[src/rtl/spi_reg_pkg.sv]
// Shared constants and state encoding for the SPI register master and the
// register-file slave that sits on the other end of the same four pins.
package spi_reg_pkg;

  typedef enum logic [2:0] {
    IDLE  = 3'd0,
    SETUP = 3'd1,
    SHIFT = 3'd2,
    HOLD  = 3'd3,
    GAP   = 3'd4
  } spi_state_t;

  localparam int   SPI_FRAME_BITS = 16;
  localparam int   SPI_RW_BIT     = 15;
  localparam logic SPI_READ       = 1'b1;

endpackage

[src/rtl/spi_clk_div.sv]
// Half-period tick generator for the SPI master.
// div_cnt runs 0..CLK_DIV-1 while enabled and pulses tick on the last count;
// it is held at zero whenever the master is idle so every transaction starts
// from a clean phase.
module spi_clk_div #(
  parameter int CLK_DIV = 4
) (
  input  logic clk,
  input  logic rst_n,
  input  logic en,
  output logic tick
);

  logic [7:0] div_cnt;

  assign tick = en && (div_cnt == 8'(CLK_DIV - 1));

  // Free-running half-period counter, cleared when disabled or on wrap
  always_ff @(posedge clk) begin
    if (!rst_n) begin
      div_cnt <= 8'd0;
    end else if (!en || tick) begin
      div_cnt <= 8'd0;
    end else begin
      div_cnt <= div_cnt + 8'd1;
    end
  end

endmodule

[src/rtl/spi_reg_master.sv]
// SPI mode-0 master issuing 16-bit {rw, addr[6:0], data[7:0]} frames to the
// register-file slave. One command is accepted in IDLE; the frame runs
// SETUP -> SHIFT (16 SCLK periods) -> HOLD -> GAP and a response pulse is
// issued in the first GAP cycle.
// Optional build macro: SPI_MISO_SYNC_EN -- passes spi_miso through a 2-flop
// synchronizer and samples it on the last system cycle of each SCLK high
// phase (needs CLK_DIV >= 3). Latency is identical in both builds.
// CLK_DIV legal range: 2..255 (3..255 with SPI_MISO_SYNC_EN).
module spi_reg_master #(
  parameter int CLK_DIV = 4,
  parameter int ADDR_W  = 7
) (
  input  logic              clk,
  input  logic              rst_n,
  input  logic              cmd_valid,
  output logic              cmd_ready,
  input  logic              cmd_rw,
  input  logic [ADDR_W-1:0] cmd_addr,
  input  logic [7:0]        cmd_wdata,
  output logic              rsp_valid,
  output logic [7:0]        rsp_rdata,
  output logic              busy,
  output logic              spi_cs,
  output logic              spi_clk,
  output logic              spi_mosi,
  input  logic              spi_miso
);

  import spi_reg_pkg::*;

  spi_state_t                state;
  spi_state_t                state_nxt;
  logic                      tick;
  logic                      div_en;
  logic                      accept;
  logic                      rise_edge;
  logic                      fall_edge;
  logic                      last_fall;
  logic                      sclk_q;
  logic                      is_read;
  logic [SPI_FRAME_BITS-1:0] shift_reg;
  logic [4:0]                bit_cnt;
  logic [7:0]                rx;
  logic                      rx_sample;
  logic                      rx_bit;

  spi_clk_div #(
    .CLK_DIV (CLK_DIV)
  ) u_clk_div (
    .clk   (clk),
    .rst_n (rst_n),
    .en    (div_en),
    .tick  (tick)
  );

  assign accept    = cmd_valid && cmd_ready;
  assign rise_edge = (state == SHIFT) && tick && !sclk_q;
  assign fall_edge = (state == SHIFT) && tick && sclk_q;
  assign last_fall = fall_edge && (bit_cnt == 5'(SPI_FRAME_BITS - 1));
  assign spi_clk   = sclk_q;

  // State register
  always_ff @(posedge clk) begin
    if (!rst_n) begin
      state <= IDLE;
    end else begin
      state <= state_nxt;
    end
  end

  // Next-state logic: each non-idle phase advances on a divider tick
  always_comb begin
    state_nxt = state;
    case (state)
      IDLE:    if (cmd_valid) state_nxt = SETUP;
      SETUP:   if (tick)      state_nxt = SHIFT;
      SHIFT:   if (last_fall) state_nxt = HOLD;
      HOLD:    if (tick)      state_nxt = GAP;
      GAP:     if (tick)      state_nxt = IDLE;
      default:                state_nxt = IDLE;
    endcase
  end

  // Outputs decoded from state; mosi only carries data while bits are live
  always_comb begin
    cmd_ready = 1'b0;
    busy      = 1'b1;
    spi_cs    = 1'b0;
    spi_mosi  = 1'b0;
    div_en    = 1'b1;
    case (state)
      IDLE: begin
        cmd_ready = 1'b1;
        busy      = 1'b0;
        spi_cs    = 1'b1;
        div_en    = 1'b0;
      end
      SETUP, SHIFT: spi_mosi = shift_reg[SPI_RW_BIT];
      GAP:          spi_cs   = 1'b1;
      default: ;
    endcase
  end

  // SCLK toggles on every half-period tick while shifting, low otherwise
  always_ff @(posedge clk) begin
    if (!rst_n) begin
      sclk_q <= 1'b0;
    end else if (state != SHIFT) begin
      sclk_q <= 1'b0;
    end else if (tick) begin
      sclk_q <= ~sclk_q;
    end
  end

  // Command latch, then MSB-first shift and bit count on each falling edge
  always_ff @(posedge clk) begin
    if (accept) begin
      shift_reg <= {cmd_rw, cmd_addr, cmd_wdata};
      is_read   <= (cmd_rw == SPI_READ);
      bit_cnt   <= 5'd0;
    end else if (fall_edge) begin
      shift_reg <= {shift_reg[SPI_FRAME_BITS-2:0], 1'b0};
      bit_cnt   <= bit_cnt + 5'd1;
    end
  end

`ifdef SPI_MISO_SYNC_EN
  logic miso_s1;
  logic miso_s2;

  // Two-flop synchronizer; sampled at the end of the SCLK high phase
  always_ff @(posedge clk) begin
    miso_s1 <= spi_miso;
    miso_s2 <= miso_s1;
  end

  assign rx_sample = fall_edge;
  assign rx_bit    = miso_s2;
`else
  assign rx_sample = rise_edge;
  assign rx_bit    = spi_miso;
`endif

  // Receive shifter; command-byte bits fall off the top, data byte remains
  always_ff @(posedge clk) begin
    if (rx_sample) begin
      rx <= {rx[6:0], rx_bit};
    end
  end

  // Response pulse in the first GAP cycle; rdata holds until the next one
  always_ff @(posedge clk) begin
    if (!rst_n) begin
      rsp_valid <= 1'b0;
      rsp_rdata <= 8'h00;
    end else begin
      rsp_valid <= (state == HOLD) && tick;
      if ((state == HOLD) && tick) begin
        rsp_rdata <= is_read ? rx : 8'h00;
      end
    end
  end

endmodule
[config.mk]
export PLATFORM = sky130hd
export DESIGN_NAME = spi_reg_master
export DESIGN_NICKNAME = d
export VERILOG_FILES = /design/src/rtl/spi_reg_pkg.sv /design/src/rtl/spi_clk_div.sv /design/src/rtl/spi_reg_master.sv
export SDC_FILE = /design/constraint.sdc
export NUM_CORES = 1
export LEC_CHECK = 0
export CAP_MARGIN = 20
export CELL_PAD_IN_SITES_DETAIL_PLACEMENT = 0
export CELL_PAD_IN_SITES_GLOBAL_PLACEMENT = 2
export CORE_ASPECT_RATIO = 0.9
export CORE_MARGIN = 4
export CORE_UTILIZATION = 30
export DETAILED_ROUTE_END_ITERATION = 7
export PLACE_DENSITY_LB_ADDON = 0.1
export SLEW_MARGIN = 25
export SYNTH_ARGS = -nofsm -noshare
export SYNTH_HDL_FRONTEND = slang
export SYNTH_SLANG_ARGS = --single-unit
[constraint.sdc]
create_clock -name clk -period 3.6 [get_ports clk]
set_input_delay 0.72 -clock clk [delete_from_list [all_inputs] [get_ports clk]]
set_output_delay 0.72 -clock clk [all_outputs]
set_load 0.05 [all_outputs]
# After elaboration in Yosys (flattened, before gate mapping)
# Index checks and enable logic that the tools add are counted.
dict set report word_totals {
  ff_bits 51
  in_bits 20
  output_inout_bits 14
  elab_cells 54
}
dict set report op_classes {
  addsub 2
  eq_ne 12
  muxes 13
  n_bitwise 2
  n_reduce_logical 16
}
# cell count
set op_table {}
lappend op_table {{$mux W16} 2}
lappend op_table {{$mux W3} 5}
lappend op_table {{$pmux W3 S5} 1}
lappend op_table {{$ne A2 B2 Y1 const B} 5}
lappend op_table {{$add A8 B1 Y8 const B} 1}
lappend op_table {{$eq A8 B2 Y1 const B} 1}
lappend op_table {{$mux W8} 1}
lappend op_table {{$reduce_or A2 Y1} 4}
lappend op_table {{$logic_and A1 B1 Y1} 7}
lappend op_table {{$eq A3 B2 Y1 const B} 2}
lappend op_table {{$add A5 B1 Y5 const B} 1}
lappend op_table {{$eq A5 B4 Y1 const B} 1}
lappend op_table {{$reduce_and A5 Y1} 1}
lappend op_table {{$mux W1} 4}
lappend op_table {{$eq A3 B1 Y1 const B} 1}
lappend op_table {{$eq A3 B3 Y1 const B} 1}
lappend op_table {{$logic_not A3 Y1} 1}
lappend op_table {{$ne A3 B2 Y1 const B} 1}
lappend op_table {{$not A1 Y1} 2}
lappend op_table {{$reduce_bool A2 Y1} 1}
lappend op_table {{$logic_not A1 Y1} 1}
lappend op_table {{$logic_or A1 B1 Y1} 1}

# Logic depth before layout (Yosys ltp)
dict set report logic_depth {
  ltp_word 8
  mapped_depth 7
  depth_no_buf 6
}

# Modules after synthesis
# From an unflattened synthesis, not the netlist that was laid out.
dict set report unflattened {
  hier_cells 159
  area_unflattened_um2 2112.0
}
# module instances cells_each area_each_um2 seq_area_each_um2
set by_module_without_submodules {}
lappend by_module_without_submodules {spi_reg_master 1 120 1766.7 1111.1}
lappend by_module_without_submodules {spi_clk_div 1 39 345.3 160.2}

# Worst setup path before layout
# Ideal clock, no wire load.
dict set report synth_timing {
  path_kind {reg2reg}
  from {reg sclk_q (netlist: spi_clk)}
  to {reg shift_reg[0], enable pin}
  setup_ns 0.411
  t_arrival_ns 2.255
  t_required_ns 3.189
  slack_ns 0.933
  stages_incl_launch_ff 3
  n_path_buf 0
  synth_period_minus_slack_ns 2.667
  path_cell_list {dfxtp_1 -> nand4bb_1 -> o21ai_0}
}
dict set report synth_via {
  elab_chain_len 2
}
# item line_no
set synth_lines {}
lappend synth_lines {{start: declaration} spi_reg_master.sv:39} ;# logic sclk_q;
lappend synth_lines {{start signal: assignment} spi_reg_master.sv:111} ;# sclk_q <= ~sclk_q;
lappend synth_lines {{$logic_and A1 B1 Y1} spi_reg_master.sv:58} ;# assign fall_edge = (state == SHIFT) && tick && sclk_q;
lappend synth_lines {{$reduce_bool A2 Y1 (no line)} -}
lappend synth_lines {{end signal: assignment} spi_reg_master.sv:118} ;# shift_reg <= {cmd_rw, cmd_addr, cmd_wdata};
lappend synth_lines {{end signal: assignment} spi_reg_master.sv:122} ;# shift_reg <= {shift_reg[SPI_FRAME_BITS-2:0], 1'b0};
lappend synth_lines {{end: declaration} spi_reg_master.sv:41} ;# logic [SPI_FRAME_BITS-1:0] shift_reg;
# Every way passes these cells.
# A chain may end at the register's enable or synchronous reset.

# Worst setup path in the final report
dict set report layout_timing {
  from {reg state[1]}
  to {out cmd_ready}
}
dict set report layout_via {
  elab_chain_len 2
}
# item line_no
set layout_lines {}
lappend layout_lines {{start: declaration} spi_reg_master.sv:31} ;# spi_state_t state;
lappend layout_lines {{start signal: assignment} spi_reg_master.sv:67} ;# state <= state_nxt;
lappend layout_lines {{$logic_not A3 Y1} spi_reg_master.sv:91} ;# case (state)
lappend layout_lines {{$mux W1} spi_reg_master.sv:91}
lappend layout_lines {{end: declaration} spi_reg_master.sv:16} ;# output logic cmd_ready,
# Every way passes these cells.

==> metrics.md <==
| Metric | Value |
|---|---|
| Outcome | `completed` |
| Ys flop type | `dfxtp_1` |
| Net count, final | `256` |
| Die Y | `88.47 um` |
| WL final | `4330 um` |
| Flop2flop setup slack | `1.36 ns` |
| Worst EP required | `2.88 ns` |
| Post-Syn Nets | `224` |
| # diodes | `0` |
| WL met2 | `2068 um` |
| CTS max path bufs | `2` |
| Clock network power share | `35.0%` |
| Clk slew on worst S/H paths | `0.09 ns` |
| Metal3 WL | `184 um` |
| Via/cell ratio | `4.661` |
| Post-Syn Area | `2158 sq um` |
| CTS tree | `yes` |
| First-pass GRT wire length | `7362 um` |
| Syn Inst Count | `201` |
| Worst path cell trace | `or3_1, inv_1, clkdlybuf4s50_1` |
| Post-route cell area | `2684 sq um` |
| Critical path type | `flop to output pin` |
| CTS Buf Count | `5` |
| Slowest stage delay, CP | `0.79 ns` |
| Crit path capture type | `output pin` |
| Gate power share | `8.8%` |
| Avg Cell Area, Syn | `10.74 sq um` |
| Share of cells above drive strength 1 | `7.692%` |
| Setup crit start | `state[1]$_SDFFE_PN0P_` |
| Post-layout power | `1.136 mW` |
| Reg-to-Reg End | `bit_cnt[4]$_SDFFE_PP0P_` |
| Leading post-synthesis cells by cell area | `edfxtp_1, dfxtp_1, nand2_1` |
| Initial DRC Count | `35` |
| Cell family with most CP delay | `buffers and inverters` |
| Measured slew at the worst slew-check pin | `0.8158 ns` |
| Initial antenna violation count | `0` |
| Commonest non-fill, non-tap cell in the layout | `nand2_1` |
| Multi-input gate area | `808.3 sq um` |
| Max frequency | `363.2 MHz` |
| Max-cap check violation count | `0` |
| Sw power | `0.2550 mW` |
| Pre-antenna DRT Iters | `4` |
| DRC | `0` |
| Clk_lat worst skew | `0.30 ns` |
| Place WS | `0.6542 ns` |
| Resized cells post-CTS | `0` |
| Yosys warning count | `0` |
| Routed len/inst | `13.24 um` |
| Cell Rows | `29` |
| Launch point of the worst reg-to-reg path | `state[1]$_SDFFE_PN0P_` |
| Core box area | `7039 sq um` |
| Cell count along the critical path | `3` |
| Post-synth top area cell | `edfxtp_1` |
| Sequential Power Share | `56.3%` |
| FFs w/ async S/R, synth | `0%` |
| Worst Skew | `0.003257 ns` |
| CP bufs+invs | `2` |
| Critical path arrival | `2.03 ns` |
| Hold buffer count at cts | `0` |
| Crit path max fanout | `10` |
| Clk root buf | `clkbuf_8` |
| Final Wtd Congestion | `0.7770` |
| Fin crit share | `76.48%` |
| Metal-1 WL | `1975 um` |
| Synthesized flop and latch total | `51` |
| Critical path's slowest cell | `clkdlybuf4s50_1` |
| Slew Viols, Final | `0` |
| Final setup vio count | `0` |
| Count of flip-flops with a built-in enable after synthesis | `25` |
| Min Hold Slack | `0.4672 ns` |
| CP Launch Type | `flop` |
| Tmin final | `2.753 ns` |
| Placed inst area | `2571 sq um` |
| # Post-CTS Setup Buffers | `0` |
| Relative slew slack | `45.62%` |
| Final hold vios | `0` |
| Width of the die | `97.41 um` |
| Die ar. | `8617 sq um` |
| Maximum VDD drop | `0.2074 mV` |
| Switching share of total power | `22.44%` |
| Largest net degree at the start of global routing | `26` |
| Final worst setup slack | `0.8468 ns` |
| Post-route ant nets | `0` |
| Reg2Reg Depth | `4` |
| Max reg flops | `16` |
| Vias in the first global route | `1,581` |
| Number of fill cells in the layout | `718` |
| Area added between synthesis and finish | `24.35%` |
| Leakage power | `0.9597 nW` |
| Storage cell area | `1271 sq um` |
| Crit path capture | `cmd_ready` |
| Clock Sinks | `51` |
| Yosys cell types | `42` |
| Total congestion overflow | `0` |
| RSZ-0062 raised after global routing | `no` |
| GRT Overall Usage | `10.55%` |
| Most frequent cells in the layout | `nand2_1, clkdlybuf4s50_1, dfxtp_1` |
| Pint | `0.8814 mW` |
| Io pins | `34` |
| Fin Setup TNS | `0 ns` |
| Seq/Total Area, Yosys | `58.90%` |
| Post-synth top area share | `34.78%` |
| Number of H-tree levels | `2` |
| DR top layer | `met4` |
| Via count | `1,524` |
| Input/output buffers | `33` |
| Dpl hpwl | `3061 um` |
| PwrDens | `423.4 nW/um^2` |
| Initial Util | `30.66%` |
| Hold WC Path Type | `flop to flop` |
[synthesized netlist by cell type (2+ instances only)]
library cell / number
clkbuf_1: 5
nand2_1: 54
o31a_1: 2
nor2_1: 8
o21ai_0: 5
inv_1: 7
xor2_1: 2
ha_1: 3
dfxtp_1: 26
buf_4: 2
nor4_1: 4
nand3_1: 6
buf_2: 3
a22o_1: 8
a21oi_1: 4
xnor2_1: 2
nand2b_1: 3
or3_1: 6
mux2i_1: 4
edfxtp_1: 25
[metal layers]
metal | up-vias | track usage, %
li1 | 768 | -
met1 | 713 | 12.70
met3 | 10 | 2.837
met2 | 33 | 17.80
met4 | 0 | 5.157
met5 | - | 0
[worst min path at each step]
| stage | end | startpoint | depth (start not counted) | slack (ns) |
|---|---|---|---|---|
| after CTS | rx[6]$_DFFE_PP_ | rx[5]$_DFFE_PP_ | 0 | 0.47 |
| after global routing | rx[4]$_DFFE_PP_ | rx[3]$_DFFE_PP_ | 0 | 0.48 |
| final | rx[3]$_DFFE_PP_ | rx[2]$_DFFE_PP_ | 0 | 0.47 |
| after detailed placement | rx[7]$_DFFE_PP_ | rx[6]$_DFFE_PP_ | 0 | 0.45 |
| after floorplan | rx[1]$_DFFE_PP_ | rx[0]$_DFFE_PP_ | 0 | 0.43 |
| after global placement | rx[3]$_DFFE_PP_ | rx[2]$_DFFE_PP_ | 0 | 0.43 |
[through the flow]
step                      util (%)  instances
after floorplan                  -        201
after global placement       36.53        319
after detailed placement     36.53        319
after CTS                    38.13        327
after global routing         38.13        327
final                        38.13        327
[kinds of logic (layout without fill, tap and decap cells)]
kind of cell / count (synthesis) / count (layout) / synth area share, %
compound gates: 24 / 24 / 8.638
xor+xnor: 4 / 4 / 1.623
buf+inv: 18 / 51 / 3.652
fa+ha+maj: 3 / 3 / 1.739
flops: 51 / 51 / 58.90
simple gates: 96 / 96 / 23.07
mux: 5 / 5 / 2.377
[power by group through the flow]
stage          clock network, mW  registers [mW]  logic, mW
6_report                   0.397           0.639     0.0998
5_1_grt                    0.438           0.642      0.112
4_1_cts                    0.415           0.640      0.102
3_5_place_dp                   0           0.653      0.101
3_3_place_gp                   0           0.653     0.0988
2_1_floorplan                  0           0.651     0.0613
[area by class of cell]
type / instances / area share [%]
Clock buffer: 5 / 2.564
Tap cell: 93 / 4.336
Multi-Input combinational cell: 132 / 30.12
Clock inverter: 3 / 1.632
Inverter: 8 / 1.119
Timing Repair Buffer: 35 / 12.87
Sequential cell: 51 / 47.37
Power figures use the tool's default switching activity.
